File: src/rtl/dmem_pkg.sv
// ============================================================================
// dmem_pkg
// ----------------------------------------------------------------------------
// Shared types and constants for the data-side bus request controller:
//   dmem_state_t          - controller state encoding
//   DSIZE_B/DSIZE_H/DSIZE_W - bus transfer size codes
//   DMEM_TIMEOUT_DEFAULT  - default abort limit for the optional watchdog
// Revision: 1.0 - initial release
// ============================================================================
`default_nettype none

package dmem_pkg;

    typedef enum logic [2:0] {
        ST_IDLE  = 3'd0,
        ST_REQ   = 3'd1,
        ST_WAIT  = 3'd2,
        ST_DONE  = 3'd3,
        ST_DRAIN = 3'd4
    } dmem_state_t;

    localparam logic [1:0] DSIZE_B = 2'd0;
    localparam logic [1:0] DSIZE_H = 2'd1;
    localparam logic [1:0] DSIZE_W = 2'd2;

    localparam int DMEM_TIMEOUT_DEFAULT = 255;

endpackage

`default_nettype wire

File: src/rtl/dmem_timeout_cnt.sv
// ============================================================================
// dmem_timeout_cnt
// ----------------------------------------------------------------------------
// Watchdog counter for an outstanding bus transaction. Only instantiated when
// DMEM_TIMEOUT_EN is defined.
// Ports:
//   clk        - clock
//   rst        - asynchronous active-low reset
//   clear_i    - force the count to zero (controller idle / done)
//   count_en_i - transaction outstanding, count this cycle
//   expired_o  - count has reached LIMIT while counting
// Revision: 1.0 - initial release
// ============================================================================
`default_nettype none

module dmem_timeout_cnt #(
    parameter int LIMIT = 255
) (
    input  logic clk,
    input  logic rst,
    input  logic clear_i,
    input  logic count_en_i,
    output logic expired_o
);

    localparam int CNT_W = (LIMIT < 1) ? 1 : $clog2(LIMIT + 1);

    logic [CNT_W-1:0] cnt_q;

    always_ff @(posedge clk or negedge rst) begin
        if (!rst) begin
            cnt_q <= '0;
        end else if (clear_i) begin
            cnt_q <= '0;
        end else if (count_en_i) begin
            cnt_q <= cnt_q + 1'b1;
        end
    end

    // The controller leaves the counting states on expiry, so the counter
    // never needs to saturate.
    assign expired_o = count_en_i & (cnt_q == CNT_W'(LIMIT));

endmodule

`default_nettype wire

File: src/rtl/dmem_req_ctrl.sv
// ============================================================================
// dmem_req_ctrl
// ----------------------------------------------------------------------------
// Data-side bus request controller. Issues the E-stage memory request as one
// SRAM-like bus transaction (data_req until data_addr_ok, then wait for
// data_data_ok), stalls the pipeline while it is outstanding, buffers load
// data and hands it to the M stage on the E->M advance. Transactions orphaned
// by a flush after address acceptance are drained and their data discarded.
//
// Optional feature macro: DMEM_TIMEOUT_EN - transaction watchdog that aborts
// after TIMEOUT_CYCLES and pulses bus_err. Without it bus_err is tied low.
//
// Ports:
//   clk, rst (async active-low)
//   req_validE/req_wrE/req_sizeE/req_addrE/req_wdataE/req_wstrbE - E request
//   pipe_stall, flush      - pipeline control in
//   mem_stall              - stall request out
//   mem_rdataM             - raw load word for the instruction in M
//   bus_err                - one-cycle timeout abort pulse
//   data_req/wr/size/addr/wdata/wstrb - bus request out
//   data_addr_ok/data_data_ok/data_rdata - bus response in
// Revision: 1.0 - initial release
// ============================================================================
`default_nettype none

module dmem_req_ctrl
    import dmem_pkg::*;
#(
    parameter int TIMEOUT_CYCLES = DMEM_TIMEOUT_DEFAULT
) (
    input  logic        clk,
    input  logic        rst,

    input  logic        req_validE,
    input  logic        req_wrE,
    input  logic [1:0]  req_sizeE,
    input  logic [31:0] req_addrE,
    input  logic [31:0] req_wdataE,
    input  logic [3:0]  req_wstrbE,

    input  logic        pipe_stall,
    input  logic        flush,

    output logic        mem_stall,
    output logic [31:0] mem_rdataM,
    output logic        bus_err,

    output logic        data_req,
    output logic        data_wr,
    output logic [1:0]  data_size,
    output logic [31:0] data_addr,
    output logic [31:0] data_wdata,
    output logic [3:0]  data_wstrb,
    input  logic        data_addr_ok,
    input  logic        data_data_ok,
    input  logic [31:0] data_rdata
);

    dmem_state_t state_q, state_d;

    logic        req_q,   req_d;
    logic        wr_q,    wr_d;
    logic [1:0]  size_q,  size_d;
    logic [31:0] addr_q,  addr_d;
    logic [31:0] wdata_q, wdata_d;
    logic [3:0]  wstrb_q, wstrb_d;
    logic [31:0] rbuf_q,  rbuf_d;
    logic [31:0] rdm_q,   rdm_d;

    logic        expired;

`ifdef DMEM_TIMEOUT_EN
    logic cnt_clear;
    logic cnt_en;

    // Counter is held at zero while idle, so it starts from zero on REQ entry
    // and keeps running across REQ -> WAIT/DRAIN.
    assign cnt_clear = (state_q == ST_IDLE) || (state_q == ST_DONE);
    assign cnt_en    = (state_q == ST_REQ) || (state_q == ST_WAIT) ||
                       (state_q == ST_DRAIN);

    dmem_timeout_cnt #(
        .LIMIT      (TIMEOUT_CYCLES)
    ) u_timeout (
        .clk        (clk),
        .rst        (rst),
        .clear_i    (cnt_clear),
        .count_en_i (cnt_en),
        .expired_o  (expired)
    );
`else
    logic [31:0] unused_timeout_cycles;

    assign unused_timeout_cycles = 32'(TIMEOUT_CYCLES);
    assign expired               = 1'b0;
`endif

    always_ff @(posedge clk or negedge rst) begin
        if (!rst) begin
            state_q <= ST_IDLE;
            req_q   <= 1'b0;
            wr_q    <= 1'b0;
            size_q  <= 2'd0;
            addr_q  <= 32'd0;
            wdata_q <= 32'd0;
            wstrb_q <= 4'd0;
            rbuf_q  <= 32'd0;
            rdm_q   <= 32'd0;
        end else begin
            state_q <= state_d;
            req_q   <= req_d;
            wr_q    <= wr_d;
            size_q  <= size_d;
            addr_q  <= addr_d;
            wdata_q <= wdata_d;
            wstrb_q <= wstrb_d;
            rbuf_q  <= rbuf_d;
            rdm_q   <= rdm_d;
        end
    end

    always_comb begin
        state_d   = state_q;
        req_d     = req_q;
        wr_d      = wr_q;
        size_d    = size_q;
        addr_d    = addr_q;
        wdata_d   = wdata_q;
        wstrb_d   = wstrb_q;
        rbuf_d    = rbuf_q;
        rdm_d     = rdm_q;
        mem_stall = 1'b0;

        case (state_q)
            ST_IDLE: begin
                mem_stall = req_validE & ~flush;
                if (req_validE && !flush) begin
                    req_d   = 1'b1;
                    wr_d    = req_wrE;
                    size_d  = req_sizeE;
                    addr_d  = req_addrE;
                    wdata_d = req_wdataE;
                    wstrb_d = req_wstrbE;
                    state_d = ST_REQ;
                end
            end

            ST_REQ: begin
                // Stall stays high under flush; the pipeline resolves priority.
                mem_stall = 1'b1;
                if (expired) begin
                    req_d   = 1'b0;
                    rbuf_d  = 32'd0;
                    state_d = ST_DONE;
                end else if (data_addr_ok) begin
                    req_d   = 1'b0;
                    state_d = flush ? ST_DRAIN : ST_WAIT;
                end else if (flush) begin
                    // Not yet accepted by the bus, so it can simply be withdrawn.
                    req_d   = 1'b0;
                    state_d = ST_IDLE;
                end
            end

            ST_WAIT: begin
                mem_stall = 1'b1;
                if (expired) begin
                    rbuf_d  = 32'd0;
                    state_d = ST_DONE;
                end else if (data_data_ok) begin
                    if (flush) begin
                        state_d = ST_IDLE;
                    end else begin
                        if (!wr_q) begin
                            rbuf_d = data_rdata;
                        end
                        state_d = ST_DONE;
                    end
                end else if (flush) begin
                    state_d = ST_DRAIN;
                end
            end

            ST_DONE: begin
                // The E op is already served; wait here for the pipeline to
                // advance so the same op is not reissued.
                if (flush) begin
                    state_d = ST_IDLE;
                end else if (!pipe_stall) begin
                    rdm_d   = rbuf_q;
                    state_d = ST_IDLE;
                end
            end

            ST_DRAIN: begin
                mem_stall = req_validE;
                if (expired || data_data_ok) begin
                    state_d = ST_IDLE;
                end
            end

            default: begin
                state_d = ST_IDLE;
            end
        endcase
    end

    assign data_req   = req_q;
    assign data_wr    = wr_q;
    assign data_size  = size_q;
    assign data_addr  = addr_q;
    assign data_wdata = wdata_q;
    assign data_wstrb = wstrb_q;
    assign mem_rdataM = rdm_q;
    assign bus_err    = expired;

endmodule

`default_nettype wire

File: config.mk
export PLATFORM = sky130hd
export DESIGN_NAME = dmem_req_ctrl
export DESIGN_NICKNAME = d
export VERILOG_FILES = /design/src/rtl/dmem_pkg.sv /design/src/rtl/dmem_timeout_cnt.sv /design/src/rtl/dmem_req_ctrl.sv
export SDC_FILE = /design/constraint.sdc
export NUM_CORES = 1
export LEC_CHECK = 0
export CORE_MARGIN = 2
export CORE_UTILIZATION = 60
export DETAILED_ROUTE_END_ITERATION = 10
export DONT_BUFFER_PORTS = 1
export HOLD_SLACK_MARGIN = 0.15
export PLACE_DENSITY = 0.77
export SLEW_MARGIN = 20
export SYNTH_ARGS = -nofsm -noshare
export SYNTH_HDL_FRONTEND = slang
export SYNTH_SLANG_ARGS = --single-unit
File: constraint.sdc
create_clock -name clk -period 4.5 [get_ports clk]
set_clock_uncertainty 0.15 [all_clocks]
set_input_delay 0.9 -clock clk [delete_from_list [all_inputs] [get_ports clk]]
set_output_delay 0.9 -clock clk [all_outputs]
set_load 0.1 [all_outputs]
# Word level (Yosys, flattened, before mapping)
# Index checks and enable logic that the tools add are counted.
[op_classes]
eq_ne = 9
mux = 16
bitwise_logic = 4
reduce_logical = 10
[op_table]
columns = ["operator", "n"]
rows = [
  ["3-bit two-way mux", 9],
  ["3-bit one-hot mux with 5 select lines", 1],
  ["3-bit != test, second input constant", 3],
  ["3-bit by 2-bit == test with 1-bit output, second input constant", 2],
  ["3-bit AND reduction", 2],
  ["5-bit AND reduction", 1],
  ["2-bit != test, second input constant", 2],
  ["4-bit AND reduction", 1],
  ["3-bit by 1-bit == test with 1-bit output, second input constant", 1],
  ["3-bit == test, second input constant", 1],
  ["3-bit logical NOT", 1],
  ["1-bit two-way mux", 3],
  ["1-bit inverter", 3],
  ["1-bit one-hot mux with 3 select lines", 1],
  ["2-bit two-way mux", 1],
  ["1-bit one-hot mux with 2 select lines", 1],
  ["2-bit AND reduction", 1],
  ["2-bit nonzero test", 1],
  ["2-bit OR reduction", 1],
  ["1-bit AND", 1],
  ["1-bit logical AND", 1],
  ["1-bit logical NOT", 1],
]
[word_totals]
regBits = 139
output_inout_bits = 106
wordCells = 48

# Longest topological paths before layout
[depth]
word_depth = 4
depth_mapped = 5
ltp_nobuf = 3

# Worst setup path before layout
# OpenSTA, ideal clock, no wires.
[synth_timing]
kind = "in2out"
start = "in flush"
end = "out mem_stall"
arrival_time_ps = 3292
t_required_ps = 3450
setup_slack_ps = 158
path_stages = 2
cell_sequence = "nor3b_1 o31ai_1"
[synth_between]
elab_chain_cells = 3
[synth_lines]
columns = ["item", "line_no", "text"]
rows = [
  ["start: declaration", "dmem_req_ctrl.sv:42", "input logic flush,"],
  ["1-bit inverter (no line)", "n/a", ""],
  ["1-bit AND", "dmem_req_ctrl.sv:136", "mem_stall = req_validE & ~flush;"],
  ["1-bit one-hot mux with 3 select lines", "dmem_req_ctrl.sv:134", "case (state_q)"],
  ["end: declaration", "dmem_req_ctrl.sv:44", "output logic mem_stall,"],
]
# Every way passes these cells.

# Worst setup path in the final report
[layout_timing]
start = "reg state_q[1]"
end = "out mem_stall"
[layout_between]
elab_chain_cells = 3
[layout_lines]
columns = ["item", "line_no", "text"]
rows = [
  ["start: declaration", "dmem_req_ctrl.sv:59", "dmem_state_t state_q, state_d;"],
  ["start signal: assignment", "dmem_req_ctrl.sv:110", "state_q <= state_d;"],
  ["3-bit by 2-bit == test with 1-bit output or 3-bit by 1-bit == test with 1-bit output (tied branches)", "dmem_req_ctrl.sv:134", ""],
  ["2-bit OR reduction (no line)", "n/a", ""],
  ["1-bit one-hot mux with 3 select lines (*)", "dmem_req_ctrl.sv:134", ""],
]
# Every way passes the cells marked *; elsewhere a longest branch is shown, timed or not.

==> summary.md <==
| Metric | Value |
|---|---|
| Cts bufs inserted | 17 |
| CP Capture Type | output pin |
| Worst Max-Slew Pin Slew | 1.06 ns |
| CTS clk-pin slew, worst paths | 0.06 ns |
| Fin. Hold Viols | 0 |
| Crit path time final | 3.26 ns |
| Port bufs | 0 |
| Clock power frac | 28.1% |
| Chip width | 98.6 microns |
| Final Wtd Congestion | 0.809 |
| Via count | 2618 |
| Mean Syn Cell Area | 16.9 sq um |
| CTS max path bufs | 2 |
| Switch share | 47.7% |
| Rel. slew slack | 29.6% |
| DRC Markers | 0 |
| Number of global-route vias before repair | 2947 |
| Total GRT Usage | 21.0% |
| CTS Sinks | 139 |
| Crit Path Class | reg2out |
| Synth Cell Area | 5360 sq um |
| Rows | 34 |
| Layout area overhead | 12.2% |
| H-tree levels | 4 |
| Antenna-violating nets left | 0 |
| Final setup TNS | 0 ns |
| CTS tree | built |
| Reg2reg end | rbuf_q[6] |
| Worst path cell trace | o21ai_0 -> o31ai_4 |
| Critical Path Fanout Max | 11 |
| Type of the tightest min-delay check | in2async |
| Worst Reg-to-Reg Cells | 3 |
| Final nets | 431 |
| Starting Density | 61.8% |
| Most common cell after layout, fill and taps aside | dfrtp_1 |
| Reg-to-reg slack, setup | 2.06 ns |
| Setup violators final | 0 |
| Pwr/cell area | 849 nW/um^2 |
| Routed WL per cell | 22.1 microns |
| CP startpoint kind | register |
| Status | finished clean |
| Most frequent cells in the layout | 139 x dfrtp_1, 103 x mux2_2, 32 x mux2_1, 16 x clkbuf_16 |
| Worst skew pair latency | 0.50 ns |
| Post-synthesis sequential area ratio | 64.8% |
| Post-placement cell count | 409 |
| Dpl hpwl | 6.69 mm |
| Fmax | 0.306 GHz |
| Seq pwr share | 64.3% |
| IO Pins | 216 |
| Peak VDD IR | 0.552 mV |
| Core Region | 8680 sq um |
| Share of layout cells above drive strength 1 | 42.5% |
| Initial antenna violation count | 1 |
| Sw Pwr | 2440 uW |
| Comb power frac | 7.5% |
| Post-synth cell types | 25 |
| CP required | 3.45 ns |
| Die area | 9710 sq um |
| CP arrival | 2.21 ns |
| Syn nets | 427 |
| Seq cells post-synth | 139 |
| RSZ-0062 raised after global routing | no |
| Global route total overflow | 0 |
| Root Buffer Master | clkbuf_8 |
| Pin count of the biggest net entering global routing | 140 |
| Pleak | 0.00285 uW |
| First-pass GRT wire length | 15.7 mm |
| Max-cap violations | 0 |
| CP max stage delay | 0.88 ns |
| Syn. warnings | 0 |
| P_int | 2670 uW |
| Die height | 98.6 microns |
| Via/cell ratio | 5.91 |
| DRT Pass-1 Iters | 4 |
| Slew Limit Fails | 0 |
| Reg-to-reg startpoint | data_wr |
| Tcrit/Tclk final | 72.5% |
| Finished Layout Cells | 443 |
| Routed WL | 9.81 mm |
| Syn Inst Count | 317 |
| Slowest CP cell | o31ai_4 |
| Initial drt markers | 60 |
[power groups by stage]
stage | Sequential (uW) | Clock, uW | Combinational [uW]
2_1_floorplan | 3230 | 0 | 341
3_3_place_gp | 3300 | 0 | 343
3_5_place_dp | 3310 | 0 | 366
4_1_cts | 3290 | 1470 | 394
5_1_grt | 3330 | 1520 | 426
6_report | 3290 | 1440 | 385
[registers in the layout (all words and copies together) (netlist names)]
signal / count
data_wdata: 32
data_addr: 32
data_req: 1
data_wstrb: 4
mem_rdataM: 32
data_wr: 1
rbuf_q: 32
state_q: 3
data_size: 2
[cells in the mapped netlist]
library cell    n  area share, %
mux2_2        103             22
buf_4           2           0.28
inv_1           3           0.21
o21ai_0         4           0.37
nor2_1          3           0.21
mux4_2          1           0.42
a32o_1          1           0.19
nand3_4         1           0.33
nand4_4         1           0.40
and2_1          1           0.12
or3b_2          1           0.16
conb_1          1          0.070
nand4b_4        1           0.44
nor2_4          1           0.21
buf_6          10            2.1
nand2_1         2           0.14
nand2b_1        1           0.12
a21boi_0        1           0.14
mux2_1         32            6.7
nand3b_1        1           0.14
nor3b_1         1           0.14
dfrtp_1       139             65
nor2_2          1           0.12
o31ai_1         1           0.14
buf_2           4           0.37
[layout make-up]
type	count	area (sq um)
Sequential cell	139	3480
Antenna cell	1	2.50
Multi-Input combinational cell	159	1740
Inverter	3	11.3
Tap cell	108	135
Fill cell	613	2660
Clock inverter	12	186
Clock buffer	20	435
Timing Repair Buffer	1	27.5
[layer usage]
layer	global-route usage [%]	vias up	part of all wire, %
li1	-	1125	-
met4	10.6	0	2.8
met2	34.1	133	52
met3	10.0	20	11
met1	23.0	1340	35
met5	0	-	0
[worst max path at each step]
stage                           from   endpoint  cells after the start
after CTS                 state_q[1]  mem_stall                      2
final                     state_q[1]  mem_stall                      2
after detailed placement       flush  mem_stall                      2
after floorplan                flush  mem_stall                      2
after global placement         flush  mem_stall                      2
after global routing      state_q[1]  mem_stall                      2
[cells by family (layout without fill, tap and decap cells)]
logic type,Yosys count,in the layout,share of synthesized area (%)
buf+inv,19,36,2.96
other cells,1,2,0.0699
compound gates,7,7,0.840
mux,136,136,28.8
simple gates,15,15,2.52
flops,139,139,64.8
[critical path, delay by kind of cell (launching register included)]
family	cells	cell delay [ns]
flops	1	0.62
compound gates	2	1.10
[timing repair]
action / in CTS / in global routing
setup buffers: 0 / 0
gates resized for setup: 0 / 0
hold buffers: 1 / 0
hold endpoints to repair: 139 / 0
[metrics by stage]
step	setup WS (ns)	utilization [%]	hold slack, ns	cell area (sq um)	total power [uW]
2_1_floorplan	0.158	-	0.302	5360	3570
3_3_place_gp	1.50	61.8	0.307	5370	3650
3_5_place_dp	1.49	61.8	0.316	5370	3680
4_1_cts	1.21	69.3	0.242	6010	5160
5_1_grt	1.14	69.3	0.254	6020	5280
6_report	1.24	69.3	0.203	6020	5110
No activity file was read; power rests on OpenSTA's default activity.
